===== src/rtl/ex_mdu_if.sv =====
// Pipeline-to-MDU handshake bundle for the EX-stage RV32M multiply/divide unit.
// master = EX pipeline control, slave = ex_mdu.
interface ex_mdu_if #(
  parameter int unsigned XLEN = 32
);
  logic            flush;
  logic            in_valid;
  logic [2:0]      md_op;
  logic [XLEN-1:0] op_a;
  logic [XLEN-1:0] op_b;
  logic            stall;
  logic            busy;
  logic            out_valid;
  logic [XLEN-1:0] result;

  modport master (
    output flush, in_valid, md_op, op_a, op_b,
    input  stall, busy, out_valid, result
  );

  modport slave (
    input  flush, in_valid, md_op, op_a, op_b,
    output stall, busy, out_valid, result
  );
endinterface


===== src/rtl/ex_mdu.sv =====
// Iterative RV32M multiply/divide unit: radix-2 shift-add multiply, restoring divide.
// Optional MDU_EARLY_OUT_EN: zero/div-by-zero/overflow cases finish at the accept edge.
module ex_mdu #(
  parameter int unsigned XLEN = 32
) (
  input logic        clk,
  input logic        rst,
  ex_mdu_if.slave    mdu
);

  localparam int unsigned CntW = $clog2(XLEN) + 1;

  typedef enum logic [1:0] {StIdle, StCalc, StFix, StDone} state_e;

  state_e            state_q, state_d;
  logic [CntW-1:0]   cnt_q, cnt_d;
  logic [2*XLEN-1:0] acc_q, acc_d;
  logic [XLEN-1:0]   b_q, b_d;
  logic [2:0]        op_q, op_d;
  logic              neg_a_q, neg_a_d;
  logic              neg_b_q, neg_b_d;
  logic              div0_q, div0_d;
  logic [XLEN-1:0]   result_q, result_d;

  // Operand sign handling at accept
  logic            signed_a, signed_b, neg_a, neg_b;
  logic [XLEN-1:0] mag_a, mag_b;

  assign signed_a = (mdu.md_op == 3'd1) || (mdu.md_op == 3'd2) ||
                    (mdu.md_op == 3'd4) || (mdu.md_op == 3'd6);
  assign signed_b = (mdu.md_op == 3'd1) || (mdu.md_op == 3'd4) || (mdu.md_op == 3'd6);
  assign neg_a    = signed_a & mdu.op_a[XLEN-1];
  assign neg_b    = signed_b & mdu.op_b[XLEN-1];
  assign mag_a    = neg_a ? (~mdu.op_a + 1'b1) : mdu.op_a;
  assign mag_b    = neg_b ? (~mdu.op_b + 1'b1) : mdu.op_b;

  // One multiply step: acc = {product_hi, multiplier_remaining}
  logic [XLEN:0]     mul_sum;
  logic [2*XLEN-1:0] mul_next;

  assign mul_sum  = {1'b0, acc_q[2*XLEN-1:XLEN]} + {1'b0, b_q};
  assign mul_next = acc_q[0] ? {mul_sum, acc_q[XLEN-1:1]} : {1'b0, acc_q[2*XLEN-1:1]};

  // One restoring divide step: acc = {remainder, dividend/quotient}
  logic [XLEN:0]     div_shift;
  logic [XLEN+1:0]   div_diff;
  logic              div_borrow;
  logic [2*XLEN-1:0] div_next;

  assign div_shift  = {acc_q[2*XLEN-1:XLEN], acc_q[XLEN-1]};
  assign div_diff   = {1'b0, div_shift} - {2'b00, b_q};
  assign div_borrow = div_diff[XLEN+1];
  assign div_next   = div_borrow ? {div_shift[XLEN-1:0], acc_q[XLEN-2:0], 1'b0}
                                 : {div_diff[XLEN-1:0], acc_q[XLEN-2:0], 1'b1};

  // Sign correction and result selection
  logic              prod_neg;
  logic [2*XLEN-1:0] prod_fix;
  logic [XLEN-1:0]   quo_fix, rem_fix, fix_res;

  assign prod_neg = neg_a_q ^ neg_b_q;
  assign prod_fix = prod_neg ? (~acc_q + 1'b1) : acc_q;
  // Divide-by-zero quotient must stay all ones whatever the operand signs.
  assign quo_fix  = div0_q ? '1 :
                    (prod_neg ? (~acc_q[XLEN-1:0] + 1'b1) : acc_q[XLEN-1:0]);
  assign rem_fix  = neg_a_q ? (~acc_q[2*XLEN-1:XLEN] + 1'b1) : acc_q[2*XLEN-1:XLEN];

  always_comb begin
    fix_res = rem_fix;
    case (op_q)
      3'd0:                fix_res = prod_fix[XLEN-1:0];
      3'd1, 3'd2, 3'd3:    fix_res = prod_fix[2*XLEN-1:XLEN];
      3'd4, 3'd5:          fix_res = quo_fix;
      default:             fix_res = rem_fix;
    endcase
  end

`ifdef MDU_EARLY_OUT_EN
  logic            early_div0, early_ovf, early_mul0, early_hit;
  logic [XLEN-1:0] early_res;

  assign early_div0 = (mdu.op_b == '0);
  assign early_ovf  = ((mdu.md_op == 3'd4) || (mdu.md_op == 3'd6)) &&
                      (mdu.op_a == {1'b1, {(XLEN-1){1'b0}}}) && (mdu.op_b == '1);
  assign early_mul0 = (mdu.op_a == '0) || (mdu.op_b == '0);
  assign early_hit  = mdu.md_op[2] ? (early_div0 | early_ovf) : early_mul0;

  always_comb begin
    early_res = '0;
    if (mdu.md_op[2]) begin
      if (early_div0) early_res = mdu.md_op[1] ? mdu.op_a : '1;
      else            early_res = mdu.md_op[1] ? '0 : mdu.op_a;
    end
  end
`endif

  always_comb begin
    state_d  = state_q;
    cnt_d    = cnt_q;
    acc_d    = acc_q;
    b_d      = b_q;
    op_d     = op_q;
    neg_a_d  = neg_a_q;
    neg_b_d  = neg_b_q;
    div0_d   = div0_q;
    result_d = result_q;

    unique case (state_q)
      StIdle: begin
        if (mdu.in_valid) begin
          op_d    = mdu.md_op;
          neg_a_d = neg_a;
          neg_b_d = neg_b;
          div0_d  = (mdu.op_b == '0);
          acc_d   = {{XLEN{1'b0}}, mag_a};
          b_d     = mag_b;
          cnt_d   = '0;
          state_d = StCalc;
`ifdef MDU_EARLY_OUT_EN
          if (early_hit) begin
            result_d = early_res;
            state_d  = StDone;
          end
`endif
        end
      end
      StCalc: begin
        acc_d = op_q[2] ? div_next : mul_next;
        cnt_d = cnt_q + 1'b1;
        if (cnt_q == CntW'(XLEN - 1)) state_d = StFix;
      end
      StFix: begin
        result_d = fix_res;
        state_d  = StDone;
      end
      StDone: state_d = StIdle;
      default: state_d = StIdle;
    endcase

    // Redirect wins over accept and completion; the last result stays visible.
    if (mdu.flush) begin
      state_d  = StIdle;
      result_d = result_q;
    end
  end

  always_ff @(posedge clk or posedge rst) begin
    if (rst) begin
      state_q  <= StIdle;
      cnt_q    <= '0;
      acc_q    <= '0;
      b_q      <= '0;
      op_q     <= '0;
      neg_a_q  <= 1'b0;
      neg_b_q  <= 1'b0;
      div0_q   <= 1'b0;
      result_q <= '0;
    end else begin
      state_q  <= state_d;
      cnt_q    <= cnt_d;
      acc_q    <= acc_d;
      b_q      <= b_d;
      op_q     <= op_d;
      neg_a_q  <= neg_a_d;
      neg_b_q  <= neg_b_d;
      div0_q   <= div0_d;
      result_q <= result_d;
    end
  end

  assign mdu.busy      = (state_q != StIdle);
  assign mdu.out_valid = (state_q == StDone);
  assign mdu.result    = result_q;
  assign mdu.stall     = mdu.in_valid & ~mdu.out_valid & ~mdu.flush;

endmodule


===== src/flat_wrapper.sv =====
// flat-port wrapper written by rule: the top's interface ports become plain ports
module ex_mdu_flat 
#(
  parameter int unsigned XLEN = 32
)
  (clk, rst, mdu_flush, mdu_in_valid, mdu_md_op, mdu_op_a, mdu_op_b, mdu_stall, mdu_busy, mdu_out_valid, mdu_result);
  ex_mdu_if #(.XLEN(XLEN)) mdu_i ();
  input logic clk;
  input logic rst;
  input wire logic [$bits(mdu_i.flush)-1:0] mdu_flush;
  input wire logic [$bits(mdu_i.in_valid)-1:0] mdu_in_valid;
  input wire logic [$bits(mdu_i.md_op)-1:0] mdu_md_op;
  input wire logic [$bits(mdu_i.op_a)-1:0] mdu_op_a;
  input wire logic [$bits(mdu_i.op_b)-1:0] mdu_op_b;
  output wire logic [$bits(mdu_i.stall)-1:0] mdu_stall;
  output wire logic [$bits(mdu_i.busy)-1:0] mdu_busy;
  output wire logic [$bits(mdu_i.out_valid)-1:0] mdu_out_valid;
  output wire logic [$bits(mdu_i.result)-1:0] mdu_result;
  assign mdu_i.flush = mdu_flush;
  assign mdu_i.in_valid = mdu_in_valid;
  assign mdu_i.md_op = mdu_md_op;
  assign mdu_i.op_a = mdu_op_a;
  assign mdu_i.op_b = mdu_op_b;
  assign mdu_stall = mdu_i.stall;
  assign mdu_busy = mdu_i.busy;
  assign mdu_out_valid = mdu_i.out_valid;
  assign mdu_result = mdu_i.result;
  ex_mdu #(.XLEN(XLEN)) u_core (.clk(clk), .rst(rst), .mdu(mdu_i));
endmodule

===== config.mk =====
export PLATFORM = sky130hd
export DESIGN_NAME = ex_mdu_flat
export DESIGN_NICKNAME = d
export VERILOG_FILES = /design/src/rtl/ex_mdu_if.sv /design/src/rtl/ex_mdu.sv /design/src/flat_wrapper.sv
export SDC_FILE = /design/constraint.sdc
export NUM_CORES = 1
export LEC_CHECK = 0
export CORE_ASPECT_RATIO = 2
export CORE_MARGIN = 4
export CORE_UTILIZATION = 40
export DETAILED_ROUTE_END_ITERATION = 8
export GPL_ROUTABILITY_DRIVEN = 0
export MAX_ROUTING_LAYER = met4
export SLEW_MARGIN = 20
export SYNTH_ARGS = -nofsm -noshare
export SYNTH_HDL_FRONTEND = slang
export SYNTH_SLANG_ARGS = --single-unit

===== constraint.sdc =====
create_clock -name clk -period 9.08 [get_ports clk]
set_input_delay 1.362 -clock clk [delete_from_list [all_inputs] [get_ports clk]]
set_output_delay 1.362 -clock clk [all_outputs]
set_load 0.01 [all_outputs]

==> impl_metrics.py <==
metrics = {
    "setup_path": {
        "cp_max_fo": 4,
        "path_delay_family": "simple AND/OR/NAND/NOR gates",
        "max_stage_delay_ns": 0.57,
        "cp-endpoint": "u_core.b_q[30]",
        "critPathLaunch": "mdu_op_b[8]",
        "criticalPathCategory": "input pin to register",
        "cp.depth": 10,
        "crit_chain": "clkdlybuf4s50_1, or4_1, or2_2, nor3_1, nand2_1, or2_2, nor4_1, a21oi_1, xnor2_1, o21ai_0",
        "startpoint_type": "input pin",
        "crit_required_ns": 9.38,
        "cp.arrival_ns": 4.58,
        "rr_endpoint": "u_core.mdu.result[26]",
        "rr_worst_depth": 12,
        "reg2reg_slack_ns": 4.86,
        "worst-path-buf-inv": 1,
        "r2r_start": "u_core.acc_q[0]",
        "cp-end-kind": "register",
        "path_common_cell": "or2_2",
        "worst_path_max_delay_cell": "or4_1",
    },
    "hold_path": {
        "hold_path_depth": 2,
        "hold_path.class": "register to register",
    },
    "die": {
        "dieArea_um2": 37900,
        "rows": 96,
        "die_x_um": 140,
        "io-pin-count": 106,
        "core_um2": 34200,
        "dieHeight_um": 271,
        "initial_core_util_pct": 40.5,
    },
    "final_layout": {
        "area_delta_synth_final_pct": 14.2,
        "seqCellArea_um2": 3550,
        "final_cell_area_um2": 15800,
        "final_nets": 1979,
        "fin_util_pct": 46.3,
        "drive_gt1_share_pct": 5.42,
        "fill_cells": 3454,
        "multi_input_area_um2": 9580,
        "layout_common_cells": "nand2_1, o21ai_0, dfrtp_1",
        "final_common_cell": "nand2_1",
    },
    "outcome": {
        "status": "complete, no violations",
    },
    "clock_network": {
        "post_cts_buffers": 0,
        "numCtsBuffers": 17,
        "hold_buffers": 0,
        "cts_tree": "built",
        "clockBufferDepth": 2,
        "clock_sinks": 142,
        "cts_resized": 0,
        "cts_max_level": 4,
        "cts_root_buffer": "clkbuf_16",
        "cts.clk_slew.worst_paths_ns": 0.06,
        "clock_latency_ns": 0.45,
    },
    "drt": {
        "vias": 13418,
        "routed_via_density": 5.87,
        "drcViolationCount": 0,
        "dr.pass1.iters": 7,
        "wl_per_cell_um": 20.4,
        "ant_nets": 0,
        "postRouteWirelength_um": 46600,
        "drtIter0Drc": 847,
    },
    "sta": {
        "hold_violations": 0,
        "rsz0062_at_grt": "no",
        "fmax_mhz": 234,
        "slew_viol_final": 0,
        "setup_tns_ns": 0,
        "tightest_slew_ns": 1.09,
        "fin_crit_sh_pct": 47.1,
        "clock_skew_ns": 0.00873,
        "slew_headroom_pct": 26.9,
        "setup_viol": 0,
        "period_needed_ns": 4.28,
        "whs_ns": 0.484,
    },
    "global_route": {
        "grt_pass1_wl_um": 73300,
        "grt.total_usage_pct": 24.7,
        "busiest_layer": "met2",
        "grt.overflow.total": 0,
        "use_met3_pct": 2.40,
        "antenna_found_initial": 1,
        "grt_use_met1_pct": 25.1,
        "grt_max_degree": 97,
        "grtUsageMet2_pct": 46.3,
        "grt_pass1_vias": 13536,
    },
    "power_and_ir_drop": {
        "intPower_w": 0.00331,
        "finalPower_w": 0.00699,
        "comb_power_share_pct": 68.8,
        "p_clk_share_pct": 11.2,
        "p_leak_nw": 6.73,
        "pwr_density_cell_nw_per_um2": 441,
        "switching_share_pct": 52.6,
        "ir_drop_v": 0.000231,
        "sequentialPowerShare_pct": 20.0,
        "power.switching_w": 0.00367,
    },
    "placement": {
        "portBuffers": 105,
        "placed_area_um2": 15200,
        "dp.final_hpwl_um": 35600,
    },
    "synth": {
        "syn-cell-area_um2": 13900,
        "synth_cells": 1811,
        "yosysWarningCount": 0,
        "synth_top_cell_by_area": "dfrtp_1",
        "ys_async_sr_fraction_pct": 100,
        "synth.avg_cell_area_um2": 7.66,
        "seq_area_frac_synth_pct": 25.6,
        "synth.area.top_cells": "dfrtp_1, o21ai_0, xnor2_1, ha_1, nand2_1",
        "synth_ff_type": "dfrtp_1",
        "syn_nets": 1957,
        "synth_seq_cells": 142,
        "synth_cell_types": 80,
        "synth_top_area_share_pct": 25.6,
        "synth_edf_count": 0,
    },
    "job": {
        "maxCapViolCount": 0,
    },
}
==> worst min-delay path: stages, from the launching register on <==
cell and delay [ns]:
dfrtp_1 0.34, nand2_1 0.04, o21ai_0 0.06
==> cell usage after synthesis, types with 6 or more instances <==
cell type and count:
nand2_1 241, o21ai_0 223, dfrtp_1 142, a21oi_1 137, xnor2_1 116, nor2_1 113, clkbuf_1 106, xor2_1 80
ha_1 73, inv_1 71, mux2i_1 55, nor3_1 32, a21o_1 25, nand3_1 23, o31ai_1 23, a31oi_1 22
or3_1 19, nor4_1 18, a211oi_1 16, nand2b_1 15, o211ai_1 15, a22o_1 14, or4_1 14, a221oi_1 13
a22oi_1 12, and2_1 12, buf_2 11, mux2_2 11, nor2b_1 10, or2_2 10, o21ai_1 8, o221ai_1 8
o41ai_1 8, a211o_1 7, o22ai_1 7, a32oi_1 6, nand4_1 6, o21bai_1 6
==> flip-flops by register name (all words and copies together) (netlist names) <==
| register | flops |
|---|---|
| u_core.mdu.result | 32 |
| u_core.div0_q | 1 |
| u_core.neg_a_q | 1 |
| u_core.state_q | 2 |
| u_core.acc_q | 64 |
| u_core.op_q | 3 |
| u_core.b_q | 32 |
| u_core.neg_b_q | 1 |
| u_core.cnt_q | 6 |
==> logic make-up (layout without fill, tap and decap cells) <==
family / after synthesis / after routing / share of synthesized area (%)
AOI/OAI and AO/OA: 594 / 594 / 26.4
other: 0 / 1 / 0
buffers and inverters: 198 / 232 / 5.60
adders and majority gates: 75 / 75 / 6.87
muxes: 66 / 66 / 4.86
DFF: 142 / 142 / 25.6
and+or+nand+nor: 540 / 540 / 18.2
xor gates and xnor gates: 196 / 196 / 12.4
==> per-layer routing <==
layer / vias up / wire length (µm)
met5: - / 0
li1: 6524 / -
met3: 122 / 1520
met4: 0 / 2620
met1: 6387 / 17000
met2: 385 / 25500
==> how the worst min path moves through the flow <==
stage,endpoint,from
3_5_place_dp,u_core.mdu.result[3],u_core.mdu.result[3]
5_1_grt,u_core.mdu.result[4],u_core.mdu.result[4]
3_3_place_gp,u_core.mdu.result[31],u_core.mdu.result[31]
4_1_cts,u_core.mdu.result[31],u_core.mdu.result[31]
2_1_floorplan,u_core.b_q[10],u_core.b_q[10]
6_report,u_core.mdu.result[19],u_core.mdu.result[19]
==> metrics by stage <==
stage,worst slack [ns],cells
2_1_floorplan,3.91,1811
3_3_place_gp,4.32,2255
3_5_place_dp,4.29,2255
4_1_cts,4.77,2286
5_1_grt,4.56,2287
6_report,4.80,2287
==> power groups by stage <==
stage	registers (W)	logic, W	clock network, W
3_3_place_gp	0.00138	0.00469	0
6_report	0.00140	0.00481	0.000781
2_1_floorplan	0.00114	0.00367	0
5_1_grt	0.00144	0.00529	0.000818
4_1_cts	0.00138	0.00478	0.000795
3_5_place_dp	0.00139	0.00474	0
==> final cells by class <==
cell class                      count  share of cell area, %
Multi-Input combinational cell   1471                   60.5
Sequential cell                   142                   22.4
Timing Repair Buffer              129                   7.77
Tap cell                          441                   3.48
Clock buffer                       19                   2.86
Inverter                           72                   1.74
Clock inverter                     12                   1.16
Antenna cell                        1                 0.0158
No activity file was read; power rests on OpenSTA's default activity.
